## src/rtl/ps2_key_event_rx.sv

```systemverilog
`default_nettype none
// ============================================================================
// Module   : ps2_key_event_rx
// Purpose  : PS/2 keyboard receiver. Conditions the asynchronous PS/2 lines,
//            deframes 11-bit frames (start, 8 data LSB first, odd parity,
//            stop), folds E0 (extended) and F0 (break) prefixes into single
//            key events and queues them in a first-word-fall-through FIFO.
// Ports    : CLK_50M, RST        - system clock, synchronous active-high reset
//            PS2_CLK, PS2_DATA   - asynchronous PS/2 bus lines
//            i_evt_ready         - consumer accepts the head event
//            i_clr               - clears sticky o_overflow
//            o_evt_valid         - FIFO not empty
//            o_evt_code/ext/brk  - head event {scan code, E0 seen, F0 seen}
//            o_fifo_level        - entries held
//            o_overflow          - sticky: event dropped on a full FIFO
//            o_frame_err         - one-cycle pulse per discarded frame
// Options  : PS2_TYPEMATIC_FILTER_EN - suppress auto-repeat makes of the
//            currently held key
// Revision : 1.0 - initial release
// ============================================================================
module ps2_key_event_rx #(
    parameter int CLK_FREQ_HZ = 50000000,
    parameter int FILTER_LEN  = 8,
    parameter int FIFO_DEPTH  = 8,
    parameter int TIMEOUT_US  = 2000
) (
    input  logic                          CLK_50M,
    input  logic                          RST,
    input  logic                          PS2_CLK,
    input  logic                          PS2_DATA,
    input  logic                          i_evt_ready,
    input  logic                          i_clr,
    output logic                          o_evt_valid,
    output logic [7:0]                    o_evt_code,
    output logic                          o_evt_ext,
    output logic                          o_evt_brk,
    output logic [$clog2(FIFO_DEPTH):0]   o_fifo_level,
    output logic                          o_overflow,
    output logic                          o_frame_err
);

    localparam int c_AW     = $clog2(FIFO_DEPTH);
    localparam int c_LW     = c_AW + 1;
    localparam int c_FW     = $clog2(FILTER_LEN);
    localparam int c_TO_CYC = CLK_FREQ_HZ / 1000000 * TIMEOUT_US;
    localparam int c_TW     = $clog2(c_TO_CYC + 1);

    localparam logic [1:0] c_ST_IDLE   = 2'd0;
    localparam logic [1:0] c_ST_DATA   = 2'd1;
    localparam logic [1:0] c_ST_PARITY = 2'd2;
    localparam logic [1:0] c_ST_STOP   = 2'd3;

    // ------------------------------------------------------------------
    // Input conditioning: bit 0 = PS2_CLK, bit 1 = PS2_DATA
    // ------------------------------------------------------------------
    logic [1:0] w_pins;
    logic [1:0] w_filt;
    assign w_pins = {PS2_DATA, PS2_CLK};

    genvar gi;
    generate
        for (gi = 0; gi < 2; gi++) begin : g_line
            logic            r_s1_q, w_s1_d;
            logic            r_s2_q, w_s2_d;
            logic            r_filt_q, w_filt_d;
            logic [c_FW-1:0] r_cnt_q, w_cnt_d;

            // The filtered level flips on the FILTER_LEN-th consecutive
            // differing sample; any agreeing sample restarts the count.
            always_comb begin
                w_s1_d   = w_pins[gi];
                w_s2_d   = r_s1_q;
                w_filt_d = r_filt_q;
                w_cnt_d  = '0;
                if (r_s2_q != r_filt_q) begin
                    if (r_cnt_q == c_FW'(FILTER_LEN - 1)) begin
                        w_filt_d = r_s2_q;
                    end else begin
                        w_cnt_d = r_cnt_q + c_FW'(1);
                    end
                end
            end

            always_ff @(posedge CLK_50M) begin
                if (RST) begin
                    r_s1_q   <= 1'b1;
                    r_s2_q   <= 1'b1;
                    r_filt_q <= 1'b1;
                    r_cnt_q  <= '0;
                end else begin
                    r_s1_q   <= w_s1_d;
                    r_s2_q   <= w_s2_d;
                    r_filt_q <= w_filt_d;
                    r_cnt_q  <= w_cnt_d;
                end
            end

            assign w_filt[gi] = r_filt_q;
        end
    endgenerate

    logic r_fclk_prev_q, w_fclk_prev_d;
    logic w_fall_stb;
    logic w_dat;

    assign w_fclk_prev_d = w_filt[0];
    assign w_fall_stb    = r_fclk_prev_q & ~w_filt[0];
    assign w_dat         = w_filt[1];

    // ------------------------------------------------------------------
    // Frame FSM and inter-edge timeout
    // ------------------------------------------------------------------
    logic [1:0]      r_state_q, w_state_d;
    logic [2:0]      r_bit_cnt_q, w_bit_cnt_d;
    logic [7:0]      r_shift_q, w_shift_d;
    logic            r_parity_q, w_parity_d;
    logic            r_byte_stb_q, w_byte_stb_d;
    logic            r_frame_err_q, w_frame_err_d;
    logic [c_TW-1:0] r_to_cnt_q, w_to_cnt_d;

    always_comb begin
        w_state_d     = r_state_q;
        w_bit_cnt_d   = r_bit_cnt_q;
        w_shift_d     = r_shift_q;
        w_parity_d    = r_parity_q;
        w_byte_stb_d  = 1'b0;
        w_frame_err_d = 1'b0;

        if ((r_state_q == c_ST_IDLE) || w_fall_stb) begin
            w_to_cnt_d = '0;
        end else begin
            w_to_cnt_d = r_to_cnt_q + c_TW'(1);
        end

        if (w_fall_stb) begin
            case (r_state_q)
                c_ST_IDLE: begin
                    // A high data line on a falling edge is not a start bit.
                    if (!w_dat) begin
                        w_state_d   = c_ST_DATA;
                        w_bit_cnt_d = 3'd0;
                    end
                end
                c_ST_DATA: begin
                    w_shift_d = {w_dat, r_shift_q[7:1]};
                    if (r_bit_cnt_q == 3'd7) begin
                        w_state_d = c_ST_PARITY;
                    end else begin
                        w_bit_cnt_d = r_bit_cnt_q + 3'd1;
                    end
                end
                c_ST_PARITY: begin
                    w_parity_d = w_dat;
                    w_state_d  = c_ST_STOP;
                end
                default: begin
                    if ((^{r_shift_q, r_parity_q}) && w_dat) begin
                        w_byte_stb_d = 1'b1;
                    end else begin
                        w_frame_err_d = 1'b1;
                    end
                    w_state_d = c_ST_IDLE;
                end
            endcase
        end else if ((r_state_q != c_ST_IDLE) &&
                     (r_to_cnt_q == c_TW'(c_TO_CYC - 1))) begin
            w_frame_err_d = 1'b1;
            w_state_d     = c_ST_IDLE;
        end
    end

    // ------------------------------------------------------------------
    // Prefix decoder (acts on the registered byte strobe / error pulse)
    // ------------------------------------------------------------------
    logic       r_ext_q, w_ext_d;
    logic       r_brk_q, w_brk_d;
    logic       w_push;
    logic [9:0] w_push_data;
`ifdef PS2_TYPEMATIC_FILTER_EN
    logic       r_held_vld_q, w_held_vld_d;
    logic [8:0] r_held_q, w_held_d;
`endif

    always_comb begin
        w_ext_d     = r_ext_q;
        w_brk_d     = r_brk_q;
        w_push      = 1'b0;
        w_push_data = {r_ext_q, r_brk_q, r_shift_q};
`ifdef PS2_TYPEMATIC_FILTER_EN
        w_held_vld_d = r_held_vld_q;
        w_held_d     = r_held_q;
`endif
        if (r_frame_err_q) begin
            w_ext_d = 1'b0;
            w_brk_d = 1'b0;
`ifdef PS2_TYPEMATIC_FILTER_EN
            w_held_vld_d = 1'b0;
`endif
        end else if (r_byte_stb_q) begin
            if (r_shift_q == 8'hE0) begin
                w_ext_d = 1'b1;
            end else if (r_shift_q == 8'hF0) begin
                w_brk_d = 1'b1;
            end else begin
                w_push  = 1'b1;
                w_ext_d = 1'b0;
                w_brk_d = 1'b0;
`ifdef PS2_TYPEMATIC_FILTER_EN
                if (!r_brk_q) begin
                    // Repeated make of the key already down: swallow it.
                    if (r_held_vld_q && (r_held_q == {r_ext_q, r_shift_q})) begin
                        w_push = 1'b0;
                    end else begin
                        w_held_vld_d = 1'b1;
                        w_held_d     = {r_ext_q, r_shift_q};
                    end
                end else if (r_held_vld_q && (r_held_q == {r_ext_q, r_shift_q})) begin
                    w_held_vld_d = 1'b0;
                end
`endif
            end
        end
    end

    // ------------------------------------------------------------------
    // FWFT event FIFO
    // ------------------------------------------------------------------
    logic [9:0]      r_mem_q [FIFO_DEPTH];
    logic [c_AW-1:0] r_wr_ptr_q, w_wr_ptr_d;
    logic [c_AW-1:0] r_rd_ptr_q, w_rd_ptr_d;
    logic [c_LW-1:0] r_level_q, w_level_d;
    logic            r_ovf_q, w_ovf_d;
    logic            w_empty, w_full, w_pop, w_wr_en, w_drop;
    logic [9:0]      w_head;

    assign w_empty = (r_level_q == '0);
    assign w_full  = (r_level_q == c_LW'(FIFO_DEPTH));
    assign w_pop   = ~w_empty & i_evt_ready;
    // A pop in the same cycle frees the slot, so a full FIFO still accepts.
    assign w_wr_en = w_push & (~w_full | w_pop);
    assign w_drop  = w_push & w_full & ~w_pop;
    assign w_head  = r_mem_q[r_rd_ptr_q];

    always_comb begin
        w_wr_ptr_d = r_wr_ptr_q;
        w_rd_ptr_d = r_rd_ptr_q;
        w_level_d  = r_level_q;
        if (w_wr_en) begin
            w_wr_ptr_d = r_wr_ptr_q + c_AW'(1);
        end
        if (w_pop) begin
            w_rd_ptr_d = r_rd_ptr_q + c_AW'(1);
        end
        case ({w_wr_en, w_pop})
            2'b10:   w_level_d = r_level_q + c_LW'(1);
            2'b01:   w_level_d = r_level_q - c_LW'(1);
            default: w_level_d = r_level_q;
        endcase
        // Set has priority over clear.
        if (w_drop) begin
            w_ovf_d = 1'b1;
        end else if (i_clr) begin
            w_ovf_d = 1'b0;
        end else begin
            w_ovf_d = r_ovf_q;
        end
    end

    always_ff @(posedge CLK_50M) begin
        if (w_wr_en) begin
            r_mem_q[r_wr_ptr_q] <= w_push_data;
        end
    end

    always_ff @(posedge CLK_50M) begin
        if (RST) begin
            r_fclk_prev_q <= 1'b1;
            r_state_q     <= c_ST_IDLE;
            r_bit_cnt_q   <= 3'd0;
            r_shift_q     <= 8'h00;
            r_parity_q    <= 1'b0;
            r_byte_stb_q  <= 1'b0;
            r_frame_err_q <= 1'b0;
            r_to_cnt_q    <= '0;
            r_ext_q       <= 1'b0;
            r_brk_q       <= 1'b0;
            r_wr_ptr_q    <= '0;
            r_rd_ptr_q    <= '0;
            r_level_q     <= '0;
            r_ovf_q       <= 1'b0;
`ifdef PS2_TYPEMATIC_FILTER_EN
            r_held_vld_q  <= 1'b0;
            r_held_q      <= 9'h000;
`endif
        end else begin
            r_fclk_prev_q <= w_fclk_prev_d;
            r_state_q     <= w_state_d;
            r_bit_cnt_q   <= w_bit_cnt_d;
            r_shift_q     <= w_shift_d;
            r_parity_q    <= w_parity_d;
            r_byte_stb_q  <= w_byte_stb_d;
            r_frame_err_q <= w_frame_err_d;
            r_to_cnt_q    <= w_to_cnt_d;
            r_ext_q       <= w_ext_d;
            r_brk_q       <= w_brk_d;
            r_wr_ptr_q    <= w_wr_ptr_d;
            r_rd_ptr_q    <= w_rd_ptr_d;
            r_level_q     <= w_level_d;
            r_ovf_q       <= w_ovf_d;
`ifdef PS2_TYPEMATIC_FILTER_EN
            r_held_vld_q  <= w_held_vld_d;
            r_held_q      <= w_held_d;
`endif
        end
    end

    // Head outputs read as zero while empty so nothing undefined escapes.
    assign o_evt_valid  = ~w_empty;
    assign o_evt_code   = w_empty ? 8'h00 : w_head[7:0];
    assign o_evt_brk    = w_empty ? 1'b0  : w_head[8];
    assign o_evt_ext    = w_empty ? 1'b0  : w_head[9];
    assign o_fifo_level = r_level_q;
    assign o_overflow   = r_ovf_q;
    assign o_frame_err  = r_frame_err_q;

endmodule
`default_nettype wire

```

## config.mk

```make
export PLATFORM = sky130hd
export DESIGN_NAME = ps2_key_event_rx
export DESIGN_NICKNAME = d
export VERILOG_FILES = /design/src/rtl/ps2_key_event_rx.sv
export SDC_FILE = /design/constraint.sdc
export NUM_CORES = 1
export LEC_CHECK = 0
export CORE_AREA = 4 4 109 111
export DETAILED_ROUTE_END_ITERATION = 8
export DIE_AREA = 0 0 113 115
export PLACE_DENSITY = 0.84
export SETUP_SLACK_MARGIN = 0.05
export SYNTH_ARGS = -nofsm -noshare
export SYNTH_HDL_FRONTEND = slang
export SYNTH_SLANG_ARGS = --single-unit
```

## constraint.sdc

```tcl
create_clock -name CLK_50M -period 2.58 [get_ports CLK_50M]
set_input_delay 0.516 -clock CLK_50M [delete_from_list [all_inputs] [get_ports CLK_50M]]
set_output_delay 0.516 -clock CLK_50M [all_outputs]
set_load 0.02 [all_outputs]
```

==> results.json, run 1 <==
{
  "clkPwrFrac_pct": 40.7,
  "cp-start-kind": "flop",
  "worstPathRequired_ns": 2.06,
  "grt_pass1_wl_um": 18840,
  "yosys_warnings": 0,
  "syn_area_per_cell_sq_um": 13.31,
  "synth.distinct_cells": 49,
  "areaGrowthSynthToFinish_pct": 20.57,
  "synth_mux_area_share_pct": 10.17,
  "p_switching_mw": 1.476,
  "slew_viol_final": 0,
  "netlist.area_leader.share_pct": 41.19,
  "placed_cell_area_sq_um": 6371,
  "setup_viol": 0,
  "initial_utilization_pct": 54.03,
  "outcome": "finished clean",
  "final_antenna_net_count": 0,
  "grt_max_degree": 42,
  "nets": 513,
  "holdWs_ns": 0.4148,
  "synth_area_sq_um": 5832,
  "power_leakage_nw": 2.445,
  "grt_pass1_vias": 3664,
  "h-tree-depth": 4,
  "synth-compound-area-share_pct": 3.969,
  "drive_above_1_share_pct": 20.63,
  "drc_errors": 0,
  "drt_iter0_drc": 281,
  "synth_top_cell_by_area": "edfxtp_1",
  "numPortBuffers": 22,
  "core_sq_um": 10790,
  "fp.dieH_um": 115,
  "die_area_sq_um": 13000,
  "cts_buffers": 17,
  "p_int_mw": 4.402,
  "max-clock-path-buffers": 2,
  "worstSetupPathType": "flop to primary output",
  "clock_sink_count": 142,
  "min_period_ns": 2.533,
  "dp_hpwl_um": 7062,
  "tightest_slew_ns": 0.6043,
  "final_area_sq_um": 7032,
  "vias": 3620,
  "rsz0062_at_grt": "yes",
  "yosys-top-cells-area": "edfxtp_1 (41%), dfxtp_1 (21%), mux4_2 (7.7%)",
  "timing.final.hold_violations": 0,
  "clkSlewWorstSetupHoldPaths_ns": 0.06,
  "cts_tree": "built",
  "finalCritPeriodShare_pct": 98.17,
  "combinationalPowerShare_pct": 17.6,
  "fillers": 745,
  "syn_nets": 460,
  "crit_path_end_kind": "primary output",
  "path_max_fanout": 5,
  "routedWlPerCell_um": 18.07,
  "die_w_um": 113,
  "ys_seq_elements": 142,
  "critPathArrivalTime_ns": 2.02,
  "cts-root-buf": "clkbuf_8",
  "synth-edff-count": 80,
  "globalplace.congestion": 0.7809,
  "synthAdderAreaFrac_pct": 3.561,
  "grt-ovfl-total": 0,
  "power_frac_seq_pct": 41.8,
  "maxSlewHeadroom_pct": 59.34,
  "yosysSeqAreaShare_pct": 62.48,
  "p_per_area_nw_per_um2": 835.9,
  "vdd_ir_drop_max_v": 0.0005111,
  "async_reset_ff_share_pct": 0,
  "clk_latency_ns": 0.51,
  "fmaxAchievable_ghz": 0.3948,
  "first_pass_iters": 5,
  "via_per_inst": 5.621,
  "fin_total_pwr_mw": 5.878,
  "synth_xor_area_share_pct": 4.441,
  "swShare_pct": 25.12,
  "io_pins": 23,
  "synthFlopType": "edfxtp_1",
  "synth_top_family_by_area": "simple AND/OR/NAND/NOR gates",
  "finClkSkew_ns": 0.008137,
  "routed_wl_um": 11640,
  "hold_class": "flop to flop",
  "maxCapViolations": 0,
  "antenna_found_initial": 0,
  "grt_usage_pct": 18.98,
  "row_count": 38,
  "synthCells": 438,
  "diodes": 0,
  "synth_simple_gate_area_share_pct": 13.58
}
-- synthesized netlist by cell type (2+ instances only) --
| cell type | n |
|---|---|
| nand3_1 | 21 |
| or3_1 | 4 |
| and2_1 | 4 |
| mux4_2 | 20 |
| nor4_1 | 5 |
| mux2i_1 | 12 |
| o21a_1 | 2 |
| nor3_1 | 11 |
| or2_2 | 6 |
| nor2_1 | 50 |
| dfxtp_1 | 62 |
| nor3b_1 | 2 |
| edfxtp_1 | 80 |
| nand4_1 | 3 |
| nand2_1 | 26 |
| nor2b_1 | 5 |
| inv_1 | 11 |
| nand4b_1 | 2 |
| and3_1 | 3 |
| ha_1 | 15 |
| buf_2 | 3 |
| xnor2_1 | 16 |
| and4_1 | 2 |
| a211o_1 | 3 |
| nand2b_1 | 5 |
| clkbuf_1 | 11 |
| xor2_1 | 11 |
| o21ai_0 | 2 |
| a21oi_1 | 20 |
| o31ai_1 | 2 |
-- sequential cells by signal, summed over array words and instances, names as in the netlist, named ones only --
register and flops:
r_wr_ptr_q 3, r_ext_q 1, r_fclk_prev_q 1, o_overflow 1, r_rd_ptr_q 3, r_bit_cnt_q 3
o_frame_err 1, o_fifo_level 4, r_to_cnt_q 17, r_parity_q 1, g_line.r_filt_q 2, r_mem_q 80
r_byte_stb_q 1, r_shift_q 8, g_line.r_cnt_q 6, r_state_q 2, g_line.r_s2_q 2, r_brk_q 1
g_line.r_s1_q 2
-- cells by family after synthesis --
family	Yosys count
compound gates	35
xor+xnor	28
fa+ha+maj	16
buf+inv	27
flops	142
mux	33
simple gates	157
-- final cells by class --
cell class | count | area (sq um) | share of cell area, %
tap | 140 | 175.2 | 2.491
sequential | 142 | 3647 | 51.87
clock inverter | 14 | 166.4 | 2.367
multi-input combinational | 269 | 2110 | 30.00
inverter | 12 | 45.04 | 0.6406
clock buffer | 18 | 417.9 | 5.943
timing repair buffer | 49 | 470.5 | 6.690
-- per-layer routing --
layer  track usage (%)  up-vias  part of all wire, %
met5                 0        -                    0
met4             7.131        0                  1.7
met3             4.579       19                  3.8
met2             32.98       83                   54
met1             23.13     1809                   41
li1                  -     1709                    -
-- worst paths after layout --
check,start,to,slack [ns],cells after the start
max,flop,o_evt_code[1],0.05,6
min,g_line[0].r_s1_q,g_line[0].r_s2_q,0.41,1
max reg2reg,r_shift_q[7],o_fifo_level[3],0.29,9
min reg2reg,g_line[0].r_s1_q,g_line[0].r_s2_q,0.41,1
-- worst max-delay path, cell delays in order, from the launching register on --
cell and delay, ns:
dfxtp_4 0.38, buf_6 0.13, buf_16 0.13, mux4_2 0.51, mux2i_1 0.15, nor2_1 0.05, buf_4 0.15
-- what timing repair did --
action	CTS	global route
hold buffers	0	0
resized for setup	54	7
cloned	3	0
setup buffers	3	0
endpoints found under the setup margin	10	12
pin swaps	2	4
-- power by group through the flow --
stage          combinational (mW)  clock (mW)  sequential [mW]
2_1_floorplan               0.608           0             2.50
3_3_place_gp                0.958           0             2.49
3_5_place_dp                0.982           0             2.49
4_1_cts                      1.06        2.43             2.45
5_1_grt                      1.12        2.53             2.46
6_report                     1.03        2.39             2.46
-- through the flow --
step | TNS (ns) | util [%] | setup slack [ns] | instances
after floorplan | 0 | - | 0.06686 | 438
after global placement | 0 | 59.03 | 0.1498 | 608
after detailed placement | 0 | 59.03 | 0.06162 | 608
after CTS | -0.02505 | 65.34 | -0.01715 | 646
after global routing | -0.09177 | 65.15 | -0.03521 | 644
final | 0 | 65.15 | 0.04732 | 644
-- cell usage in the layout, fill, tap and decap left out, types with 2 or more instances in the layout --
cell,instances
edfxtp_1,80
dfxtp_1,61
nor2_1,50
buf_4,31
nand2_1,26
nand3_1,21
mux4_2,20
a21oi_1,20
xnor2_1,16
clkbuf_16,16
ha_1,15
clkdlybuf4s50_1,12
inv_1,11
nor3_1,11
xor2_1,11
mux2i_1,9
or2_2,6
nand2b_1,5
nor2b_1,5
clkinvlp_4,5
nor4_1,4
and2_1,4
or3_1,4
mux2i_2,3
nand4_1,3
and3_1,3
a211o_1,3
bufinv_16,3
nor3b_1,2
nand4b_1,2
o31ai_1,2
o21a_1,2
and4_1,2
o21ai_0,2
inv_6,2
clkinv_1,2
buf_16,2
buf_12,2
buf_6,2
Power figures use the tool's default switching activity.
==> run 2: changes to the inputs <==
--- a/config.mk
+++ b/config.mk
@@ -5,9 +5,11 @@
 export SDC_FILE = /design/constraint.sdc
 export NUM_CORES = 1
 export LEC_CHECK = 0
-export CORE_AREA = 4 4 109 111
+export CORE_AREA = 4 4 107 109
 export DETAILED_ROUTE_END_ITERATION = 8
-export DIE_AREA = 0 0 113 115
+export DIE_AREA = 0 0 111 113
+export DONT_BUFFER_PORTS = 1
+export MAX_ROUTING_LAYER = met4
 export PLACE_DENSITY = 0.84
 export SETUP_SLACK_MARGIN = 0.05
 export SYNTH_ARGS = -nofsm -noshare
==> run 2 against run 1 <==
Effect of this change: die area fell by 3.5%; combinational power is 15% lower; non-clock buffer count decreased by 24; wire length increased by 2.7%; clock skew is 0.00072 ns higher; sequential share of layout area grew 1.7 points; clock power hardly changed; worst setup slack better by 0.055 ns; via count decreased by 0.50%; power is 2.6% lower; global-route usage rose by 2.2 points.
==> results.json, run 2 (synthesized netlist as in run 1, its figures left out) <==
{
  "postLayoutCoreUtil_pct": 64.18,
  "outcome": "finished clean",
  "crit_path_end_kind": "primary output",
  "diodes": 0,
  "dp_hpwl_um": 7030,
  "worstSetupPathType": "flop to primary output",
  "p_per_area_nw_per_um2": 841.2,
  "grt-ovfl-total": 0,
  "h-tree-depth": 4,
  "tns_ns": 0,
  "first_pass_iters": 5,
  "areaGrowthSynthToFinish_pct": 16.69,
  "min_period_ns": 2.478,
  "clock_sink_count": 142,
  "tightest_slew_ns": 0.5913,
  "antenna_found_initial": 0,
  "hold_start": "RST",
  "io_pins": 23,
  "finalWorstSetupSlack_ns": 0.1019,
  "vias": 3602,
  "mostFrequentLayoutCells": "edfxtp_1 (80), dfxtp_1 (60), nor2_1 (47)",
  "largest_reg_flops": 80,
  "critPathArrivalTime_ns": 1.96,
  "vdd_ir_drop_max_v": 0.0005199,
  "fp.dieH_um": 113,
  "final_area_sq_um": 6805,
  "cp-start-kind": "flop",
  "hold_buffers": 0,
  "cts-root-buf": "clkbuf_8",
  "cts_tree": "built",
  "grt_pass1_vias": 3806,
  "final_antenna_net_count": 0,
  "power_leakage_nw": 2.339,
  "finClkSkew_ns": 0.008857,
  "rsz0062_at_grt": "no",
  "top_register": "r_mem_q",
  "routed_wl_um": 11960,
  "slew_viol_final": 0,
  "r2r_start": "r_shift_q[2]",
  "drc_errors": 0,
  "fmaxAchievable_ghz": 0.4035,
  "clk_latency_ns": 0.52,
  "numPortBuffers": 0,
  "globalplace.congestion": 0.8071,
  "maxSlewHeadroom_pct": 60.22,
  "die_area_sq_um": 12540,
  "path_max_fanout": 5,
  "max-clock-path-buffers": 2,
  "cts_buffers": 17,
  "initial_utilization_pct": 55.00,
  "hold_class": "input pin to flop",
  "die_w_um": 111,
  "drive_above_1_share_pct": 20.63,
  "holdWs_ns": 0.08436,
  "dp_slack_ns": 0.1971,
  "grt_usage_pct": 21.20,
  "via_per_inst": 5.810,
  "postCtsSetupBuffers": 0,
  "finalCritPeriodShare_pct": 96.05,
  "maxCapViolations": 0,
  "placed_cell_area_sq_um": 6138,
  "setup_viol": 0,
  "drt_iter0_drc": 277,
  "core_sq_um": 10600,
  "grt_max_degree": 43,
  "routedWlPerCell_um": 19.29,
  "grt_pass1_wl_um": 19850,
  "row_count": 38,
  "clkSlewWorstSetupHoldPaths_ns": 0.06,
  "worstPathRequired_ns": 2.06,
  "nets": 489,
  "timing.final.hold_violations": 0,
  "reg_top3": "r_mem_q: 80 flops, r_to_cnt_q: 17 flops, r_shift_q: 8 flops",
  "final_common_cell": "edfxtp_1"
}
run 2: what timing repair did:
action,in CTS,in global routing
setup endpoints to repair,3,7
gates resized for setup,1,9
gates cloned,1,1
run 2: cell type report:
type                            instances  area (sq um)
Clock buffer                           17         414.1
Clock inverter                         15         176.4
Fill cell                             718          3797
Inverter                               12         45.04
Multi-Input combinational cell        269          2108
Sequential cell                       142          3649
Tap cell                              140         175.2
Timing Repair Buffer                   25         237.7
run 2: worst paths after layout:
kind | endpoint | slack (ns) | cells after the start
setup / recovery | o_evt_ext | 0.10 | 4
hold reg to reg | g_line[1].r_s2_q | 0.41 | 1
hold / removal | r_state_q[1] | 0.08 | 1
setup reg to reg | o_fifo_level[3] | 0.20 | 9
run 2: stage by stage:
step	std cells	total power, mW
floorplan	438	3.113
global placement	586	3.258
detailed placement	586	3.285
CTS	619	5.709
global route	620	5.939
finish	620	5.724
run 2: metal layers:
| layer | GRT usage (%) | part of all wire, % |
|---|---|---|
| met5 | - | 0 |
| met4 | 7.800 | 1.7 |
| met3 | 5.027 | 4.1 |
| met2 | 37.26 | 56 |
| met1 | 23.67 | 38 |
run 2: critical path: stages (launching register included):
cell and delay (ns):
dfxtp_4 0.41, buf_12 0.14, mux4_2 0.50, mux2i_1 0.23
nor2_1 0.17
run 2: power breakdown:
part	total, mW	switching, mW	leakage, nW	internal [mW]
logic	0.873	0.500	0.818	0.373
clock network	2.41	1.00	0.278	1.41
registers	2.44	0.0334	1.24	2.40
